**config.mk**
```make
export PLATFORM = sky130hd
export DESIGN_NAME = fpu_align_stage
export DESIGN_NICKNAME = d
export VERILOG_FILES = /design/src/rtl/fpu_align_stage.sv
export SDC_FILE = /design/constraint.sdc
export NUM_CORES = 1
export LEC_CHECK = 0
export ABC_CLOCK_PERIOD_IN_PS = 2200
export CAP_MARGIN = 10
export CORE_MARGIN = 10
export CORE_UTILIZATION = 47
export CTS_CLUSTER_DIAMETER = 60
export DETAILED_ROUTE_END_ITERATION = 12
export PLACE_DENSITY = 0.77
export SLEW_MARGIN = 40
export SYNTH_ARGS = -nofsm -noshare
export SYNTH_HDL_FRONTEND = slang
export SYNTH_SLANG_ARGS = --single-unit
export TNS_END_PERCENT = 10
```
**constraint.sdc**
```tcl
create_clock -name clk -period 2.2 [get_ports clk]
set_input_delay 0.66 -clock clk [delete_from_list [all_inputs] [get_ports clk]]
set_output_delay 0.66 -clock clk [all_outputs]
set_load 0.03 [all_outputs]
```
**src/rtl/fpu_align_stage.sv**
```systemverilog
// fpu_align_stage: two-stage significand alignment with GRS bits; optional FPU_ALIGN_STATS_EN adds sat_count
module fpu_align_stage #(
  parameter int SIG_W = 24,
  parameter int EXP_W = 8
`ifdef FPU_ALIGN_STATS_EN
  , parameter int STAT_W = 16
`endif
) (
  input  logic               clk,
  input  logic               rst,
  input  logic               in_valid,
  output logic               in_ready,
  input  logic [EXP_W-1:0]   in_exp_big,
  input  logic [EXP_W-1:0]   in_exp_small,
  input  logic [SIG_W-1:0]   in_sig_big,
  input  logic [SIG_W-1:0]   in_sig_small,
  input  logic               in_sign_big,
  input  logic               in_eff_sub,
  output logic               out_valid,
  input  logic               out_ready,
  output logic [EXP_W-1:0]   out_exp,
  output logic [SIG_W+2:0]   out_sig_big,
  output logic [SIG_W+2:0]   out_sig_small,
  output logic               out_sign,
  output logic               out_eff_sub,
  output logic               out_shift_sat
`ifdef FPU_ALIGN_STATS_EN
  , output logic [STAT_W-1:0] sat_count
`endif
);
  localparam int EXT_W = SIG_W + 3;
  logic             r_s1_valid, r_s1_sign, r_s1_eff_sub;
  logic [EXP_W-1:0] r_s1_diff, r_s1_exp;
  logic [EXT_W-1:0] r_s1_ext;
  logic [SIG_W-1:0] r_s1_sig_big;
  logic             r_s2_valid, r_s2_sign, r_s2_eff_sub, r_s2_sat;
  logic [EXP_W-1:0] r_s2_exp;
  logic [EXT_W-1:0] r_s2_sig_big, r_s2_sig_small;
  logic             w_s2_adv, w_s1_adv, w_accept, w_sat;
  logic [EXT_W-1:0] w_shifted, w_mask, w_sig_small;
  assign w_s2_adv = !r_s2_valid || out_ready;
  assign w_s1_adv = !r_s1_valid || w_s2_adv;
  assign in_ready = w_s1_adv && !rst;
  assign w_accept = in_valid && in_ready;
  // Right-shift the extended small significand, folding every discarded bit into the sticky LSB
  always_comb begin
    w_sat = 32'(r_s1_diff) >= EXT_W;
    w_mask = ~({EXT_W{1'b1}} << r_s1_diff);
    w_shifted = r_s1_ext >> r_s1_diff;
    w_sig_small = w_sat ? {{(EXT_W-1){1'b0}}, |r_s1_ext}
                        : {w_shifted[EXT_W-1:1], w_shifted[0] | (|(r_s1_ext & w_mask))};
  end
  // S1: capture operands and exponent difference on acceptance
  always_ff @(posedge clk) begin
    if (rst) begin
      r_s1_valid <= 1'b0;
      r_s1_diff <= '0;
      r_s1_exp <= '0;
      r_s1_ext <= '0;
      r_s1_sig_big <= '0;
      r_s1_sign <= 1'b0;
      r_s1_eff_sub <= 1'b0;
    end else begin
      if (w_s1_adv) r_s1_valid <= in_valid;
      if (w_accept) begin
        r_s1_diff <= in_exp_big - in_exp_small;
        r_s1_exp <= in_exp_big;
        r_s1_ext <= {in_sig_small, 3'b000};
        r_s1_sig_big <= in_sig_big;
        r_s1_sign <= in_sign_big;
        r_s1_eff_sub <= in_eff_sub;
      end
    end
  end
  // S2: register the aligned result; holds while downstream stalls
  always_ff @(posedge clk) begin
    if (rst) begin
      r_s2_valid <= 1'b0;
      r_s2_exp <= '0;
      r_s2_sig_big <= '0;
      r_s2_sig_small <= '0;
      r_s2_sign <= 1'b0;
      r_s2_eff_sub <= 1'b0;
      r_s2_sat <= 1'b0;
    end else if (w_s2_adv) begin
      r_s2_valid <= r_s1_valid;
      if (r_s1_valid) begin
        r_s2_exp <= r_s1_exp;
        r_s2_sig_big <= {r_s1_sig_big, 3'b000};
        r_s2_sig_small <= w_sig_small;
        r_s2_sign <= r_s1_sign;
        r_s2_eff_sub <= r_s1_eff_sub;
        r_s2_sat <= w_sat;
      end
    end
  end
  assign out_valid = r_s2_valid;
  assign out_exp = r_s2_exp;
  assign out_sig_big = r_s2_sig_big;
  assign out_sig_small = r_s2_sig_small;
  assign out_sign = r_s2_sign;
  assign out_eff_sub = r_s2_eff_sub;
  assign out_shift_sat = r_s2_sat;
`ifdef FPU_ALIGN_STATS_EN
  logic [STAT_W-1:0] r_sat_count;
  // Count delivered saturating results, sticking at all-ones
  always_ff @(posedge clk) begin
    if (rst) r_sat_count <= '0;
    else if (r_s2_valid && out_ready && r_s2_sat && !(&r_sat_count)) r_sat_count <= r_sat_count + 1'b1;
  end
  assign sat_count = r_sat_count;
`endif
endmodule
```
## Word-level counts from Yosys, hierarchy flattened

Index checks and enable logic that the tools add are counted.

- $add $sub $neg: 1
- Multiply operators: 0
- Div/mod/pow operators: 0
- $lt $le $gt $ge: 1
- Eq/ne operators: 0
- Shift operators: 2
- Muxes and demuxes: 1
- Bitwise logic cells: 3
- Reduce and logical (&&, ||, !) cells: 10

Operator list:

| kind | count |
|---|---|
| 27-bit AND | 1 |
| 27-bit 2-to-1 mux | 1 |
| 27-bit inverter | 1 |
| 27-bit OR reduction | 1 |
| 27-bit by 8-bit << shifter with 27-bit output (first input constant) | 1 |
| 27-bit by 8-bit >> shifter with 27-bit output | 1 |
| 24-bit OR reduction | 1 |
| 8-bit by 5-bit greater-or-equal comparator with 1-bit output (second input constant) | 1 |
| 8-bit subtractor | 1 |
| 1-bit logical NOT | 3 |
| 1-bit logical AND | 2 |
| 1-bit logical OR | 2 |
| 2-bit AND reduction | 1 |
| 1-bit OR | 1 |

- Register bits after elaboration: 130
- Latch bits: 0
- Bits in writable memories: 0
- Bits in read-only memories: 0
- Output and inout bits: 67
- Memories: 0

## Depth between registers and ports, before layout

- Depth in word-level cells: 6
- Depth in mapped cells: 9
- Gate-level depth less buffers: 9

## Worst setup path before layout

No wires, ideal clock.

- Path kind: in2reg
- Start: input port out_ready
- End: register r_s1_diff[1]
- Arrival: 2194 ps
- Data required time: 2114 ps
- Path slack: -80 ps
- Stages: 7
- Buffers on the path: 2
- Cells stage by stage: nor2b_1 -> a21oi_1 -> and2_1 -> clkbuf_1 -> clkbuf_1 -> nor2_1 -> a211oi_1

- Cells in the longest elaborated chain, start to end: 4

Ends and longest elaborated chain:

| what | line | RTL |
|---|---|---|
| from (decl) | 20 | `input logic out_ready,` |
| 1-bit logical OR | 41 | `assign w_s2_adv = !r_s2_valid \|\| out_ready;` |
| 1-bit logical OR | 42 | `assign w_s1_adv = !r_s1_valid \|\| w_s2_adv;` |
| 1-bit logical AND | 43 | `assign in_ready = w_s1_adv && !rst;` |
| net in_ready | 12 | `output logic in_ready,` |
| 1-bit logical AND | 44 | `assign w_accept = in_valid && in_ready;` |
| to (signal assigned) | 66 | `r_s1_diff <= in_exp_big - in_exp_small;` |
| to (decl) | 33 | `logic [EXP_W-1:0] r_s1_diff, r_s1_exp;` |

The timed path passes the listed nets, and every way through them passes these cells.
A chain may end at the register's enable or synchronous reset.

## Worst setup path in the final report

- Start: register r_s1_diff[1]
- End: register r_s2_sig_small[0], in the netlist out_sig_small[0]

- Cells in the longest elaborated chain, start to end: 6

Ends and longest elaborated chain:

| what | line | RTL |
|---|---|---|
| 27-bit by 8-bit << shifter with 27-bit output | 48 | `w_mask = ~({EXT_W{1'b1}} << r_s1_diff);` |
| 27-bit inverter | 48 |  |
| 27-bit AND | 51 | `: {w_shifted[EXT_W-1:1], w_shifted[0] \| (\|(r_s1_ext & w_mask))};` |
| 27-bit OR reduction | 51 |  |
| 1-bit OR | 51 |  |
| 27-bit 2-to-1 mux (*) | 50 | `w_sig_small = w_sat ? {{(EXT_W-1){1'b0}}, \|r_s1_ext}` |
| to (signal assigned) | 90 | `r_s2_sig_small <= w_sig_small;` |
| to (decl) | 38 | `logic [EXT_W-1:0] r_s2_sig_big, r_s2_sig_small;` |

Mark *: on every way between the ends. The rest lies on a longest branch, timed or not.

==> flow_metrics.py <==
metrics = {
    "outcome": {
        "status": "finished with violations",
        "violations": "setup timing",
    },
    "die": {
        "ios": 137,
        "die_w_um": 139,
        "dieArea_um2": 19300,
        "coreArea_um2": 13900,
        "num_rows": 43,
        "die_h_um": 139,
        "initial_core_util": 0.479,
    },
    "worst_hold_path": {
        "hold_path.class": "reg2reg",
        "hp-start": "out_sig_small[11]",
        "hold_depth": 2,
        "hold_end": "out_sig_small[11]",
    },
    "sta": {
        "worst_slew_pin_slew_ps": 646,
        "period_needed_ps": 2230,
        "grt_setup_unrepaired": "true",
        "setup_viol": 1,
        "relSlewSlack": 0.565,
        "hold_violations": 0,
        "tns_ps": -26.5,
        "drv_slew": 0,
        "layout_setup_ws_ps": -26.5,
        "skew_ps": 5.90,
        "fin_crit_sh": 1.01,
        "fmax_mhz": 449,
    },
    "setup_path": {
        "r2r_start": "r_s1_diff[1]",
        "ff2ff_setup_slack_ps": -30,
        "slowest_stage": "mux4_2",
        "critPathCaptureType": "flop",
        "crit_path_max_fanout": 4,
        "critical-path-top-delay-family": "multiplexers",
        "critPathBufInv": 0,
        "reg2reg_depth": 5,
        "path_cells": "mux4_2 -> mux2_4 -> a32o_1 -> or4_1 -> o21a_1",
        "cp.required_ps": 2520,
        "r2r-end": "out_sig_small[0]",
        "slowest_delay_ps": 510,
        "arrival_ps": 2540,
        "crit_type": "reg2reg",
        "worst_setup_path_start_kind": "flop",
    },
    "detailed_routing": {
        "dr.pass1.iters": 5,
        "drt-total-wl_mm": 22.2,
        "wl_per_cell_um": 18.2,
        "first_iter_violations": 614,
        "route.vias.total": 6804,
        "ant_nets": 0,
        "drcViolationCount": 0,
        "via_per_inst": 5.59,
    },
    "placement": {
        "place_area_um2": 8750,
        "port_buffers": 133,
        "dpl.hpwl_mm": 16.3,
        "dp.cells": 1184,
        "place_congestion": 0.979,
    },
    "power_and_ir_drop": {
        "ir_worst_vdd_v": 0.000554,
        "p_per_area_nw_per_um2": 786,
        "leakage_uw": 0.00384,
    },
    "clock_tree": {
        "cts_sinks": 130,
        "htreeDepth": 4,
        "clk_pin_slew_ps": 60,
        "clk_path_buf_depth": 2,
        "cts_buffers": 17,
        "tritoncts": "done",
        "clk_latency_ps": 420,
        "cts_root_buffer": "clkbuf_16",
        "cts.hold.buffers_added": 0,
    },
    "cells_and_area": {
        "fill_cells": 1127,
        "areaGrowthSynthToFinish_pct": 42.9,
        "drive_gt1_frac": 0.178,
        "layout.nets": 1103,
        "postLayoutCoreUtil": 0.685,
        "diodes": 0,
        "fin_area_um2": 9510,
        "fin_cells": 1218,
    },
    "global_route": {
        "grt_pass1_wl_mm": 35.5,
        "antenna_found_initial": 0,
        "grt_max_degree": 93,
        "first_global_vias": 6787,
        "grt_usage": 0.221,
        "overflow": 0,
    },
    "yosys": {
        "synth_ff_type": "dfxtp_1",
        "postSynthAreaPerCell_um2": 7.96,
        "synth_edf_count": 0,
        "synth_cells": 836,
        "synth_top_area_cell": "dfxtp_1",
        "netlist_area_um2": 6650,
        "yosysWarnings": 0,
        "synth_seq_cells": 130,
        "synth_top_area_share": 0.391,
        "synthArstFlopShare": 0,
        "synth_cell_types": 64,
        "ys_seq_area_frac": 0.391,
        "synthTopCellsByArea": "dfxtp_1 (39%), nand2_1 (13%), nand3b_1 (7.2%)",
    },
    "flow_run": {
        "cap_viol_max_count": 0,
    },
}
-- routing by layer --
| metal | GRT usage | wire (µm) | vias to the layer above |
|---|---|---|---|
| li1 | - | - | 3286 |
| met1 | 0.275 | 9460 | 3196 |
| met2 | 0.352 | 10300 | 266 |
| met3 | 0.0562 | 1600 | 56 |
| met4 | 0.102 | 782 | 0 |
| met5 | 0 | 0 | - |
-- Yosys cell counts, types with 6 or more instances --
cell and n:
nor3_1 14, nand3_1 9, or3_1 7, nor4_1 6, buf_2 8, inv_1 15, clkbuf_1 54, o21ai_0 28
ha_1 7, mux4_2 12, buf_1 6, mux2_2 8, o211ai_1 6, a21oi_1 64, nor2_1 36, nand3b_1 64
nand4_1 6, dfxtp_1 130, a22oi_1 14, nand2_1 226, o21ai_1 6, mux2i_1 23
-- stage by stage --
stage / total power (µW) / hold WS, ps / setup slack, ps
floorplan: 3500 / 432 / -55.0
global placement: 4240 / 435 / -549
detailed placement: 4250 / 442 / -578
CTS: 7430 / 451 / -55.5
global route: 7730 / 471 / -101
finish: 7470 / 449 / -26.5
-- worst max path at each step --
stage / from / end / cells past startpoint
CTS: in_exp_big[0] / r_s1_diff[6] / 10
global route: r_s1_diff[0] / out_sig_small[0] / 7
global placement: in_exp_big[0] / r_s1_diff[6] / 10
finish: r_s1_diff[1] / out_sig_small[0] / 5
floorplan: r_s1_diff[1] / out_sig_small[0] / 6
detailed placement: in_exp_big[0] / r_s1_diff[6] / 10
-- what timing repair did --
action	4_1_cts	5_1_grt
gates resized for setup	12	21
setup buffers	0	2
endpoints found under the setup margin	14	16
hold endpoints to repair	0	0
pin swaps	2	7
-- area by class of cell --
cell class | count | area, µm² | area share
inverters | 16 | 60.1 | 0.00632
clock buffers | 19 | 443 | 0.0466
repair buffers | 240 | 2180 | 0.230
clock inverters | 13 | 219 | 0.0230
multi-input cells | 620 | 3760 | 0.396
well taps | 180 | 225 | 0.0237
flip-flops and latches | 130 | 2610 | 0.275
-- worst min-delay path, cell delays in order (launching register included) --
cell and delay [ps]:
dfxtp_1 320, nand2_1 40, o21ai_0 50
-- report_power, final --
| part | internal [µW] | switching [µW] | leakage (µW) |
|---|---|---|---|
| Combinational | 787 | 875 | 0.00245 |
| Clock | 2070 | 1130 | 0.000325 |
| Sequential | 2490 | 121 | 0.00107 |
-- kinds of logic after synthesis --
kind of cell | count (synthesis) | synth area share
flops | 130 | 0.391
xor+xnor | 4 | 0.00527
fa+ha+maj | 8 | 0.0162
buf+inv | 88 | 0.0540
mux | 45 | 0.0950
compound gates | 172 | 0.162
simple gates | 388 | 0.276
other cells | 1 | 0.000564
-- sequential cells by signal, summed over array words and instances (netlist names) --
signal / cells
r_s1_eff_sub: 1
out_shift_sat: 1
r_s1_exp: 8
out_sign: 1
out_exp: 8
r_s1_sig_big: 24
r_s1_diff: 8
r_s1_valid: 1
out_valid: 1
out_eff_sub: 1
r_s1_sign: 1
out_sig_small: 27
r_s1_ext: 24
out_sig_big: 24
-- layout by cell type (no fill, tap or decap), types with 4 or more instances in the layout --
cell               n
a32oi_1            4
a31oi_1            5
and2_1             4
nor2_1            36
inv_6              5
buf_4            102
mux4_2            13
dfxtp_1          128
inv_1             14
o21a_1             4
nand3_1            9
a211oi_1           5
buf_12             4
o21ai_0           26
o31ai_1            4
nor4_1             6
a21oi_1           62
a22o_1             4
mux2i_1           21
nor3_1            13
ha_1               6
clkbuf_16         17
mux2_2             8
or3_1              7
nand2_1          224
bufinv_16          5
o211ai_1           6
nand4_1            6
a22oi_1           14
clkdlybuf4s50_1  128
nand3b_1          64
o21ai_1            7
Power figures use the tool's default switching activity.
